--- config.mk ---
export PLATFORM = sky130hd
export DESIGN_NAME = scan_sequencer_flat
export DESIGN_NICKNAME = d
export VERILOG_FILES = /design/src/rtl/scan_sequencer_if.sv /design/src/rtl/scan_sequencer.sv /design/src/flat_wrapper.sv
export SDC_FILE = /design/constraint.sdc
export NUM_CORES = 1
export LEC_CHECK = 0
export ABC_AREA = 1
export BUFFER_PORTS_ARGS = -buffer_cell sky130_fd_sc_hd__buf_2
export CAP_MARGIN = 30
export CORE_UTILIZATION = 52
export DETAILED_ROUTE_END_ITERATION = 8
export PLACE_DENSITY_LB_ADDON = 0.25
export SLEW_MARGIN = 25
export SYNTH_ARGS = -nofsm -noshare
export SYNTH_HDL_FRONTEND = slang
export SYNTH_SLANG_ARGS = --single-unit
--- constraint.sdc ---
create_clock -name clk -period 1.99 [get_ports clk]
set_clock_uncertainty 0.2 [all_clocks]
set_input_delay 0.398 -clock clk [delete_from_list [all_inputs] [get_ports clk]]
set_output_delay 0.398 -clock clk [all_outputs]
set_load 0.01 [all_outputs]
--- src/rtl/scan_sequencer_if.sv ---
// Channel-scan bundle between a scan controller (master) and the sequencer (slave).
// The slave drives the select/enable pair that feeds the 2-to-4 active-low decoder.
interface scan_sequencer_if;
    logic       run;
    logic [3:0] mask;
    logic [1:0] sel;
    logic       en_n;
    logic       active;
    logic       frame_done;

    modport master (
        output run,
        output mask,
        input  sel,
        input  en_n,
        input  active,
        input  frame_done
    );

    modport slave (
        input  run,
        input  mask,
        output sel,
        output en_n,
        output active,
        output frame_done
    );
endinterface

--- src/rtl/scan_sequencer.sv ---
// Time-multiplexed channel scanner for a 2-to-4 active-low decoder: blanks the decoder
// around every select change, skips masked channels and pulses frame_done per frame.
module scan_sequencer #(
    parameter int unsigned DWELL = 8,
    parameter int unsigned BLANK = 2,
    parameter int unsigned CNT_W = 16
) (
    input logic            clk,
    input logic            rst,
    scan_sequencer_if.slave bus
);
    typedef enum logic [1:0] {StIdle, StBlank, StDwell} state_e;

    localparam logic [CNT_W-1:0] DwellLast = CNT_W'(DWELL - 1);
    localparam logic [CNT_W-1:0] BlankLast = CNT_W'(BLANK - 1);

    state_e           state_q, state_d;
    logic [CNT_W-1:0] cnt_q, cnt_d;
    logic [1:0]       sel_q, sel_d;
    logic [1:0]       tgt_q, tgt_d;
    logic             en_n_q, en_n_d;
    logic             active_q, active_d;
    logic             done_q, done_d;

    logic [1:0]       lowest;
    logic [1:0]       next_up;
    logic             has_above;

    // Channel search: lowest enabled channel, and the next enabled one above sel (wrapping).
    always_comb begin
        lowest = 2'd0;
        for (int i = 3; i >= 0; i--) begin
            if (bus.mask[i]) lowest = 2'(i);
        end
        next_up   = lowest;
        has_above = 1'b0;
        for (int i = 3; i >= 0; i--) begin
            if (bus.mask[i] && (i > int'(sel_q))) begin
                next_up   = 2'(i);
                has_above = 1'b1;
            end
        end
    end

    always_comb begin
        state_d = state_q;
        cnt_d   = cnt_q;
        sel_d   = sel_q;
        tgt_d   = tgt_q;
        en_n_d  = en_n_q;
        done_d  = 1'b0;
        case (state_q)
            StIdle: begin
                en_n_d = 1'b1;
                cnt_d  = '0;
                if (bus.run && (bus.mask != 4'b0000)) begin
                    state_d = StBlank;
                    tgt_d   = lowest;
                end
            end
            StBlank: begin
                en_n_d = 1'b1;
                if (!bus.run) begin
                    state_d = StIdle;
                    cnt_d   = '0;
                end else if (cnt_q == BlankLast) begin
                    state_d = StDwell;
                    en_n_d  = 1'b0;
                    cnt_d   = '0;
                end else begin
                    // BLANK >= 2, so the select update never shares an edge with en_n falling.
                    if (cnt_q == '0) sel_d = tgt_q;
                    cnt_d = cnt_q + 1'b1;
                end
            end
            StDwell: begin
                en_n_d = 1'b0;
                if (cnt_q == DwellLast) begin
                    en_n_d  = 1'b1;
                    cnt_d   = '0;
                    tgt_d   = next_up;
                    done_d  = bus.mask[sel_q] && !has_above;
                    state_d = (bus.run && (bus.mask != 4'b0000)) ? StBlank : StIdle;
                end else begin
                    cnt_d = cnt_q + 1'b1;
                end
            end
            default: begin
                state_d = StIdle;
                en_n_d  = 1'b1;
                cnt_d   = '0;
            end
        endcase
        active_d = (state_d != StIdle);
    end

    always_ff @(posedge clk or posedge rst) begin
        if (rst) begin
            state_q  <= StIdle;
            cnt_q    <= '0;
            sel_q    <= 2'b00;
            tgt_q    <= 2'b00;
            en_n_q   <= 1'b1;
            active_q <= 1'b0;
            done_q   <= 1'b0;
        end else begin
            state_q  <= state_d;
            cnt_q    <= cnt_d;
            sel_q    <= sel_d;
            tgt_q    <= tgt_d;
            en_n_q   <= en_n_d;
            active_q <= active_d;
            done_q   <= done_d;
        end
    end

    assign bus.sel        = sel_q;
    assign bus.en_n       = en_n_q;
    assign bus.active     = active_q;
    assign bus.frame_done = done_q;
endmodule

--- src/flat_wrapper.sv ---
// flat-port wrapper written by rule: the top's interface ports become plain ports
module scan_sequencer_flat 
#(
    parameter int unsigned DWELL = 8,
    parameter int unsigned BLANK = 2,
    parameter int unsigned CNT_W = 16
)
  (clk, rst, bus_run, bus_mask, bus_sel, bus_en_n, bus_active, bus_frame_done);
  scan_sequencer_if bus_i ();
  input logic clk;
  input logic rst;
  input wire logic [$bits(bus_i.run)-1:0] bus_run;
  input wire logic [$bits(bus_i.mask)-1:0] bus_mask;
  output wire logic [$bits(bus_i.sel)-1:0] bus_sel;
  output wire logic [$bits(bus_i.en_n)-1:0] bus_en_n;
  output wire logic [$bits(bus_i.active)-1:0] bus_active;
  output wire logic [$bits(bus_i.frame_done)-1:0] bus_frame_done;
  assign bus_i.run = bus_run;
  assign bus_i.mask = bus_mask;
  assign bus_sel = bus_i.sel;
  assign bus_en_n = bus_i.en_n;
  assign bus_active = bus_i.active;
  assign bus_frame_done = bus_i.frame_done;
  scan_sequencer #(.DWELL(DWELL), .BLANK(BLANK), .CNT_W(CNT_W)) u_core (.clk(clk), .rst(rst), .bus(bus_i));
endmodule
==> run summary, run 1 <==
CP max stage cell: dfrtp_1
Total power: 0.001248 W
Post-route ant nets: 0
Vias in the first global route: 1258
Int Pwr: 0.0007925 W
Clock power share: 18.1%
Num rows: 19
Switching pwr: 0.0004553 W
Crit path DAT: 1.75 ns
Tcrit/Tclk final: 87.33%
# diodes: 0
Ys Warns: 0
R2R depth: 8
Die area: 3171 um^2
Root Buffer: clkbuf_4
Slowest stage delay, CP: 0.44 ns
TritonCTS clock tree: yes
Routed WL: 2912 um
Cell mode on critical path: nand2_2
# Max-Cap Violations: 0
Num CTS Buffers: 3
RSZ-0062 raised after global routing: no
Core area: 2781 um^2
Total leakage power: 0.8053 nW
Chip height: 56.32 um
Crit path kind: reg2reg
Clock H-tree levels: 1
Max Root-Sink Buffers: 2
Largest net degree at the start of global routing: 26
Post-layout minimum cycle time: 1.738 ns
Sequential-to-total area share from yosys stat: 40.86%
Hpwl dp: 2201 um
Top-level I/O count: 12
DRT Pass-1 Iters: 4
Post-Syn Instances: 198
Antenna violations before repair: 0
Vias per cell: 5.416
HP Class: in2reg
CTS clk-pin slew, worst paths: 0.13 ns
Synth-to-Final Area Change: 8.075%
Peak supply drop: 0.0004743 V
Type of origin of the critical path: register
Comb power frac: 31.7%
First-pass GRT wire length: 5271 um
Max-slew headroom: 79.36%
Synthesized Nets: 212
Final setup vio count: 0
Setup TNS: 0 ns
Status: completed
Least-Margin Pin Slew: 0.3097 ns
Nets@finish: 229
CP Cell Sequence: ha_1, nand3_1, nor2_1, nand2_2, nand2_2, nand2_2, nand2_4, nor3_1
PortBufs: 11
Placer Congestion: 0.8671
Vias post-DR: 1327
FF+latch count, synth: 25
DR iter-0 viols: 64
Pins Over Slew Limit: 0
Hold Path Cell Cnt: 4
Gr usage total: 21.11%
Synth unique cells: 27
Final Hold Vio Count: 0
Endpoint type of the worst setup path: register
Syn Std Cell Area: 1534 um^2
Critical path peak fanout: 16
Sequential power share: 50.2%
Sw frac: 36.49%
Layout cells sized above 1: 14.95%
Initial Utilization: 55.15%
Critical Path RT: 2.00 ns
Avg WL per Cell: 11.89 um
Grt ovf: 0
Die X: 56.32 um
Post-synthesis average cell area: 7.747 um^2
CTS sink count: 25
FMAX: 0.5754 GHz
P per Cell Area: 752.7 nW/um^2
Worst skew pair latency: 0.32 ns
Post-CTS Setup Bufs: 0
DRC: 0
flip-flops by register name (all words and copies together) (netlist names):
register / count
u_core.state_q: 2
u_core.bus.active: 1
u_core.cnt_q: 16
u_core.bus.en_n: 1
u_core.tgt_q: 2
u_core.bus.frame_done: 1
u_core.bus.sel: 2
cell usage after synthesis:
library cell / count / area share (%)
xnor2_1: 2 / 1.1
dfrtp_1: 24 / 39
nand3_1: 14 / 4.6
nand2_2: 4 / 1.6
o22ai_1: 1 / 0.41
nor3_1: 6 / 2.0
ha_1: 7 / 5.7
inv_4: 1 / 0.41
nand2_1: 34 / 8.3
nor4_1: 1 / 0.41
a211oi_1: 1 / 0.49
nor3_4: 1 / 1.1
nand2_4: 1 / 0.73
o21ai_1: 2 / 0.65
nor2_2: 3 / 1.2
o21ai_0: 9 / 2.9
nor2_4: 3 / 2.2
inv_1: 27 / 6.6
a31o_2: 1 / 0.57
nor3_2: 1 / 0.65
xor2_1: 7 / 4.0
nor2_1: 36 / 8.8
dfstp_2: 1 / 1.7
buf_8: 1 / 0.98
nand4_1: 4 / 1.6
and3_1: 1 / 0.41
a21oi_1: 5 / 1.6
through the flow:
stage	hold WS [ns]	setup WS [ns]	instances	area (um^2)	utilization [%]
after floorplan	0.2246	0.3916	198	1534	-
after global placement	0.2594	0.3422	240	1620	58.25
after detailed placement	0.2743	0.2742	240	1620	58.25
after CTS	0.1899	0.2454	245	1658	59.60
after global routing	0.1951	0.09513	245	1658	59.60
final	0.2026	0.2521	245	1658	59.60
cell families (layout without fill, tap and decap cells):
group | Yosys count | after routing | share of synthesized area, %
AND/OR/NAND/NOR | 109 | 109 | 33.61
flip-flops | 25 | 25 | 40.87
buffers and inverters | 29 | 45 | 7.994
XOR/XNOR | 9 | 9 | 5.139
adder cells (fa/ha/maj) | 7 | 7 | 5.709
AO/OA/AOI/OAI | 19 | 19 | 6.689
final cells by class:
| type | count | area (um^2) |
|---|---|---|
| Timing Repair Buffer | 13 | 72.57 |
| Clock buffer | 3 | 22.52 |
| Fill cell | 259 | 1124 |
| Sequential cell | 25 | 626.9 |
| Inverter | 28 | 107.6 |
| Clock inverter | 1 | 5.005 |
| Tap cell | 31 | 38.79 |
| Multi-Input combinational cell | 144 | 784.5 |
per-layer routing:
| metal | up-vias | share of wire (%) | track usage (%) | routed length [um] |
|---|---|---|---|---|
| met3 | 4 | 5.2 | 2.995 | 151 |
| met5 | - | 0 | 0 | 0 |
| met1 | 622 | 47 | 28.40 | 1378 |
| met4 | 0 | 1.1 | 7.666 | 32 |
| met2 | 41 | 46 | 34.86 | 1350 |
| li1 | 660 | - | - | - |
worst max-delay path, delay by kind of cell, from the launching register on:
family	cells	cell delay (ns)
flops	1	0.44
fa+ha+maj	1	0.21
simple gates	7	0.77
worst paths after layout:
path	start	end	slack, ns
setup / recovery	u_core.cnt_q[0]	u_core.cnt_q[5]	0.25
hold / removal	bus_run	u_core.bus.en_n	0.20
setup reg to reg	u_core.cnt_q[0]	u_core.cnt_q[5]	0.25
hold reg to reg	u_core.tgt_q[1]	u_core.tgt_q[1]	0.31
max in group asynchronous	rst	u_core.bus.en_n	0.85
min in group asynchronous	rst	u_core.state_q[1]	0.45
power by group through the flow:
| stage | Clock (W) | Sequential (W) | Combinational (W) |
|---|---|---|---|
| CTS | 0.000236 | 0.000625 | 0.000397 |
| finish | 0.000226 | 0.000626 | 0.000395 |
| global placement | 0 | 0.000629 | 0.000378 |
| global route | 0.000256 | 0.000634 | 0.000465 |
| detailed placement | 0 | 0.000635 | 0.000391 |
| floorplan | 0 | 0.000642 | 0.000284 |
layout by cell type, fill, tap and decap left out, drive strengths merged, types with 2 or more instances in the layout:
cell / instances
nor3: 8
inv: 28
a21oi: 5
xnor2: 2
nor2: 42
nand2: 39
o21ai: 11
buf: 12
ha: 7
dfrtp: 24
xor2: 7
nand4: 4
clkbuf: 3
nand3: 14
repair_timing:
action                                 CTS  global route
setup endpoints to repair                0             0
endpoints found under the hold margin   24             0
hold buffers                             1             0
gates resized for setup                  0             0
Note: power is estimated with default switching activity, not from simulation.
==> inputs of run 2 (changes only) <==
- ABC_AREA: 1 -> default
- CORE_ASPECT_RATIO: default -> 0.7
- MAX_ROUTING_LAYER: default -> met4
==> run 2 against run 1 <==
Compared with the run above:
- wire length up 43%
- critical endpoint is now u_core.cnt_q[7]
- sequential share of layout area shrank 7.2 points
- the run now ends with setup timing left
- highest routed layer unchanged
- die area decreased by 3.6%
==> run summary, run 2 <==
Antenna violations before repair: 0 (unchanged)
Tcrit/Tclk final: 122.7% (was 87.33%)
Fillers: 152 (was 259)
Vias in the first global route: 1274 (was 1258)
Ys Warns: 0 (unchanged)
Endpoint type of the worst setup path: register (unchanged)
Num CTS Buffers: 3 (unchanged)
Biggest register: u_core.cnt_q (unchanged)
HP Class: in2reg (unchanged)
Post-route worst setup slack: -0.4522 ns (was 0.2521 ns)
Final Hold Vio Count: 0 (unchanged)
Sequential-to-total area share from yosys stat: 42.49% (was 40.86%)
Layout cells sized above 1: 38.31% (was 14.95%)
TritonCTS clock tree: yes (unchanged)
Placer Congestion: 0.8987 (was 0.8671)
Total power: 0.001639 W (was 0.001248 W)
Max Root-Sink Buffers: 2 (unchanged)
Die area: 3057 um^2 (was 3171 um^2)
Finished Layout Cells: 235 (was 245)
Most frequent cell after synthesis: nor2_1 (unchanged)
Cell area after layout: 2051 um^2 (was 1658 um^2)
PortBufs: 11 (unchanged)
Die X: 65.66 um (was 56.32 um)
Initial Utilization: 57.37% (was 55.15%)
Post-route ant nets: 0 (unchanged)
Syn Std Cell Area: 1475 um^2 (was 1534 um^2)
Top-level I/O count: 12 (unchanged)
CP max stage cell: or4_4 (was dfrtp_1)
Hpwl dp: 2638 um (was 2201 um)
FF+latch count, synth: 25 (unchanged)
P per Cell Area: 799.5 nW/um^2 (was 752.7 nW/um^2)
Vias post-DR: 1431 (was 1327)
Most frequent cells in the layout: 29 x buf_4, 24 x dfrtp_1, 15 x nor2_4, 12 x nand2_1 (was 36 x nor2_1, 34 x nand2_1, 27 x inv_1, 24 x dfrtp_1, 14 x nand3_1)
Vias per cell: 6.089 (was 5.416)
Largest net degree at the start of global routing: 16 (was 26)
RSZ-0062 raised after global routing: yes (was no)
WHS: 0.3085 ns (was 0.2026 ns)
Async set-reset flop share out of synthesis: 100.0% (unchanged)
Predominant post-synthesis flop cell: dfrtp_1 (unchanged)
Root Buffer: clkbuf_8 (was clkbuf_4)
Routed WL: 4155 um (was 2912 um)
Post-synthesis average cell area: 9.396 um^2 (was 7.747 um^2)
Nets@finish: 216 (was 229)
Critical path peak fanout: 8 (was 16)
Synthesized Nets: 171 (was 212)
Worst skew pair latency: 0.28 ns (was 0.32 ns)
Type of origin of the critical path: register (unchanged)
Synth-to-Final Area Change: 39.02% (was 8.075%)
Finished Core Util: 79.76% (was 59.60%)
Crit path DAT: 2.40 ns (was 1.75 ns)
DR iter-0 viols: 174 (was 64)
Grt ovf: 0 (unchanged)
CTS clk-pin slew, worst paths: 0.09 ns (was 0.13 ns)
Peak supply drop: 0.0005887 V (was 0.0004743 V)
Critical Path RT: 1.95 ns (was 2.00 ns)
Synth top area share: 40.71% (was 39.15%)
Avg WL per Cell: 17.68 um (was 11.89 um)
Total leakage power: 0.9029 nW (was 0.8053 nW)
Gr usage total: 29.08% (was 21.11%)
Inst Count DP: 227 (was 240)
Post-synth EDFFs: 0 (unchanged)
Least-Margin Pin Slew: 0.5319 ns (was 0.3097 ns)
Post-synth top area cell: dfrtp_1 (unchanged)
FMAX: 0.4095 GHz (was 0.5754 GHz)
DRC: 0 (unchanged)
Max-slew headroom: 64.50% (was 79.36%)
Slowest stage delay, CP: 0.58 ns (was 0.44 ns)
Failing checks: setup timing
Placed cell areas: 1803 um^2 (was 1620 um^2)
Max reg flops: 16 (unchanged)
Final setup vio count: 25 (was 0)
# Max-Cap Violations: 0 (unchanged)
Ranking of synthesized cells by area: dfrtp_1 41%, nor2_1 6.6%, ha_1 5.9% (was dfrtp_1 39%, nor2_1 8.8%, nand2_1 8.3%)
CP Cell Sequence: or4_4, o41ai_4, o21ai_2, buf_4, buf_6, nand2_4, buf_12, nor2_4 (was ha_1, nand3_1, nor2_1, nand2_2, nand2_2, nand2_2, nand2_4, nor3_1)
Synth unique cells: 37 (was 27)
Clock H-tree levels: 1 (unchanged)
Core area: 2571 um^2 (was 2781 um^2)
Post-Syn Instances: 157 (was 198)
Post-layout minimum cycle time: 2.442 ns (was 1.738 ns)
Commonest non-fill, non-tap cell in the layout: buf_4 (was nor2_1)
DRT Pass-1 Iters: 4 (unchanged)
Num rows: 15 (was 19)
Status: finished, violations left (was completed)
First-pass GRT wire length: 6106 um (was 5271 um)
CTS sink count: 25 (unchanged)
Pins Over Slew Limit: 0 (unchanged)
Top cells by count, synth: 26 x nor2_1, 24 x dfrtp_1, 13 x nand2_1, 10 x nand3_1, 9 x inv_1 (was 36 x nor2_1, 34 x nand2_1, 27 x inv_1, 24 x dfrtp_1, 14 x nand3_1)
Chip height: 46.56 um (was 56.32 um)
# diodes: 0 (unchanged)
Crit path kind: reg2reg (unchanged)
## run 2: cell count changes after synthesis, sizes merged, moves of 3 or more
cell,change
nand3,-4
mux2,+4
o21ai,-8
nor2,-16
nand2,-26
clkbuf,+4
nor3,-3
inv,-19
xnor2,+5
and3,+4
## run 2: final cells by class
type / count / area, um^2 / share of cell area (%)
Tap cell: 34 / 42.54 / 2.074
Multi-Input combinational cell: 118 / 942.2 / 45.94
Clock inverter: 1 / 5.005 / 0.2441
Sequential cell: 25 / 626.9 / 30.57
Inverter: 9 / 33.78 / 1.647
Timing Repair Buffer: 45 / 359.1 / 17.51
Clock buffer: 3 / 41.29 / 2.013
## run 2: critical path, delay by kind of cell, from the launching register on
| kind | cells | cell delay, ns |
|---|---|---|
| DFF | 1 | 0.41 |
| and+or+nand+nor | 3 | 0.71 |
| buffers and inverters | 3 | 0.44 |
| AOI/OAI and AO/OA | 2 | 0.55 |
## run 2: path summary, 6_finish.rpt
path	from	to	slack [ns]	cells past startpoint
max	u_core.cnt_q[9]	u_core.cnt_q[7]	-0.45	8
min reg2reg	u_core.tgt_q[1]	u_core.bus.sel[1]	0.33	1
min in group asynchronous	rst	u_core.cnt_q[9]	0.49	3
max in group asynchronous	rst	u_core.bus.en_n	0.56	4
max reg2reg	u_core.cnt_q[9]	u_core.cnt_q[7]	-0.45	8
min	bus_run	u_core.state_q[1]	0.31	3
## run 2: power by group
group          internal (W)  leakage [nW]  switching [W]
Combinational      0.000317         0.540       0.000365
Sequential         0.000584         0.337      0.0000663
Clock              0.000141        0.0255       0.000167
Total               0.00104         0.903       0.000598
## run 2: metrics by stage
step	worst slack (ns)	setup TNS (ns)
6_report	-0.4522	-9.413
4_1_cts	-0.3455	-5.797
5_1_grt	-0.5330	-11.00
2_1_floorplan	-0.3185	-4.312
3_3_place_gp	-0.2813	-5.000
3_5_place_dp	-0.3342	-5.699
## run 2: kinds of logic (layout without fill, tap and decap cells)
group | count (synthesis) | in the layout | synth area share (%)
AOI/OAI and AO/OA | 16 | 16 | 8.568
buffers and inverters | 14 | 58 | 3.646
adders and majority gates | 7 | 7 | 5.937
DFF | 25 | 25 | 42.49
xor gates and xnor gates | 14 | 14 | 8.312
and+or+nand+nor | 75 | 75 | 26.63
muxes | 6 | 6 | 4.410
## run 2: what timing repair did
item,4_1_cts,5_1_grt
endpoints found under the hold margin,11,0
setup buffers,1,1
resized for setup,4,33
gates cloned,0,1
hold buffers,1,0
pin swaps,3,19
setup endpoints to repair,25,25
## run 2: per-layer routing
| layer | track usage [%] | wire length [um] |
|---|---|---|
| met1 | 36.85 | 1615 |
| met3 | 6.436 | 323 |
| met2 | 43.67 | 2052 |
| met4 | 15.65 | 163 |
| met5 | - | 0 |
==> inputs of run 3 (changes only) <==
- CORE_UTILIZATION: 52 -> 45
==> run 3 against run 2 <==
Compared with the run above:
- the flow still finishes with violations (setup timing)
- die area grew 15%
- sequential share of layout area increased by 2.7 points
- first-iteration DRC count decreased by 59%
- power is 9.9% lower
- worst setup slack improved by 0.068 ns
- via count down 12%
- critical path depth decreased by 3
- wire length is 21% lower
- maximum frequency rose by 2.9%
- sequential power about the same
- cell count increased by 0.43%
- non-clock buffer count shrank 1
==> run summary, run 3 (synthesis results as in run 2) <==
TritonCTS clock tree: yes (unchanged)
Vias per cell: 5.347 (was 6.089)
Peak supply drop: 0.0005748 V (was 0.0005887 V)
Max reg flops: 16 (unchanged)
Placed cell areas: 1800 um^2 (was 1803 um^2)
CP max stage cell: or4_4 (unchanged)
Post-route ant nets: 0 (unchanged)
Hpwl dp: 2533 um (was 2638 um)
Cell area after layout: 1882 um^2 (was 2051 um^2)
Placer Congestion: 0.9055 (was 0.8987)
Max-slew headroom: 76.08% (was 64.50%)
Met2 WL: 1381 um (was 2052 um)
PortBufs: 11 (unchanged)
Status: finished, violations left (unchanged)
CTS clk-pin slew, worst paths: 0.08 ns (was 0.09 ns)
Antenna violations before repair: 0 (unchanged)
Hold Path Cell Cnt: 1 (was 3)
Fillers: 245 (was 152)
Root Buffer: clkbuf_8 (unchanged)
Core area: 2943 um^2 (was 2571 um^2)
Critical path peak fanout: 3 (was 8)
Finished Layout Cells: 236 (was 235)
DR top layer: met4 (unchanged)
Num rows: 16 (was 15)
CP Cell Sequence: or4_4, o41ai_4, o21ai_2, a222oi_1, o21bai_1 (was or4_4, o41ai_4, o21ai_2, buf_4, buf_6, nand2_4, buf_12, nor2_4)
HP Class: reg2reg (was in2reg)
Vias post-DR: 1262 (was 1431)
Avg WL per Cell: 13.88 um (was 17.68 um)
Critical Path RT: 1.94 ns (was 1.95 ns)
Top-level I/O count: 12 (unchanged)
Slowest stage delay, CP: 0.58 ns (about the same)
Endpoint type of the worst setup path: register (unchanged)
Least-Margin Pin Slew: 0.3588 ns (was 0.5319 ns)
Total leakage power: 0.8689 nW (was 0.9029 nW)
FF/Latch Area: 626.9 um^2 (unchanged)
# diodes: 0 (unchanged)
Die X: 70.43 um (was 65.66 um)
Grt ovf: 0 (unchanged)
Gr usage total: 22.17% (was 29.08%)
Tcrit/Tclk final: 119.3% (was 122.7%)
DRT Pass-1 Iters: 4 (unchanged)
Routed WL: 3275 um (was 4155 um)
DR iter-0 viols: 71 (was 174)
Post-route worst setup slack: -0.3843 ns (was -0.4522 ns)
First-pass GRT wire length: 5844 um (was 6106 um)
Largest net degree at the start of global routing: 26 (was 16)
R2R depth: 5 (was 8)
Crit path kind: reg2reg (unchanged)
Clock H-tree levels: 1 (unchanged)
Max Root-Sink Buffers: 2 (unchanged)
CTS sink count: 25 (unchanged)
Post-layout minimum cycle time: 2.374 ns (was 2.442 ns)
Layout cells sized above 1: 30.50% (was 38.31%)
RSZ-0062 raised after global routing: yes (unchanged)
Num CTS Buffers: 3 (unchanged)
Nets@finish: 215 (was 216)
Biggest register: u_core.cnt_q (unchanged)
Type of origin of the critical path: register (unchanged)
P per Cell Area: 784.9 nW/um^2 (was 799.5 nW/um^2)
FMAX: 0.4212 GHz (was 0.4095 GHz)
Routed met3 length: 104 um (was 323 um)
DRC: 0 (unchanged)
Critical path's top delay family: compound AO/OA/AOI/OAI gates (was simple AND/OR/NAND/NOR gates)
Die area: 3514 um^2 (was 3057 um^2)
Failing checks: setup timing (unchanged)
Total power: 0.001477 W (was 0.001639 W)
Final setup vio count: 25 (unchanged)
# Max-Cap Violations: 0 (unchanged)
M1 WL: 1758 um (was 1615 um)
Chip height: 49.90 um (was 46.56 um)
Worst skew pair latency: 0.27 ns (was 0.28 ns)
Most frequent cells in the layout: 31 x buf_4, 26 x nor2_1, 24 x dfrtp_1, 12 x nand2_1, 11 x buf_2 (was 29 x buf_4, 24 x dfrtp_1, 15 x nor2_4, 12 x nand2_1)
Multi-input logic area: 812.0 um^2 (was 942.2 um^2)
Crit path DAT: 2.32 ns (was 2.40 ns)
Inst Count DP: 230 (was 227)
Pins Over Slew Limit: 0 (unchanged)
Initial Utilization: 50.13% (was 57.37%)
Synth-to-Final Area Change: 27.57% (was 39.02%)
Buf/Inv on CP: 0 (was 3)
Critical Path Stages: 5 (was 8)
Final Hold Vio Count: 0 (unchanged)
Vias in the first global route: 1266 (was 1274)
Commonest non-fill, non-tap cell in the layout: buf_4 (unchanged)
## run 3: cell count changes in the layout (fill, tap and decap cells not counted), sizes merged
cell / change
clkbuf: -1
## run 3: layout make-up
class / count / area share, %
Multi-Input combinational cell: 118 / 43.15
Sequential cell: 25 / 33.31
Timing Repair Buffer: 44 / 16.89
Tap cell: 36 / 2.394
Clock buffer: 3 / 2.194
Inverter: 9 / 1.795
Clock inverter: 1 / 0.2660
## run 3: repair_timing
action	in CTS	in global routing
pin swaps	0	2
resized for setup	3	1
setup endpoints to repair	25	25
hold buffers	1	0
hold endpoints to repair	24	0
setup buffers	0	1
## run 3: per-stage QoR
step                hold slack, ns  setup TNS, ns  setup WS, ns  util [%]
floorplan                   0.2246         -4.312       -0.3185         -
global placement            0.2588         -5.221       -0.2893     61.18
detailed placement          0.2632         -6.424       -0.3611     61.18
CTS                         0.3163         -6.329       -0.3823     63.52
global route                0.3372         -8.684       -0.4766     63.95
finish                      0.3121         -6.741       -0.3843     63.95
## run 3: routing by layer
metal	GRT usage (%)	up-vias
met3	5.317	6
met2	33.81	19
li1	-	636
met5	-	-
met4	4.333	0
met1	30.21	601
## run 3: final timing paths
check,slack [ns],endpoint,from
worst max-delay path,-0.38,u_core.bus.active,u_core.cnt_q[14]
max in group asynchronous,0.79,u_core.bus.en_n,rst
min in group asynchronous,0.51,u_core.cnt_q[14],rst
worst max register to register,-0.38,u_core.bus.active,u_core.cnt_q[14]
worst min register to register,0.31,u_core.bus.sel[1],u_core.tgt_q[1]
worst min-delay path,0.31,u_core.bus.sel[1],u_core.tgt_q[1]
## run 3: power breakdown
group	leakage (nW)	internal, W	total [W]	switching, W
Combinational	0.506	0.000268	0.000538	0.000270
Sequential	0.337	0.000584	0.000647	0.0000635
Clock	0.0255	0.000140	0.000292	0.000152
Total	0.869	0.000992	0.00148	0.000486
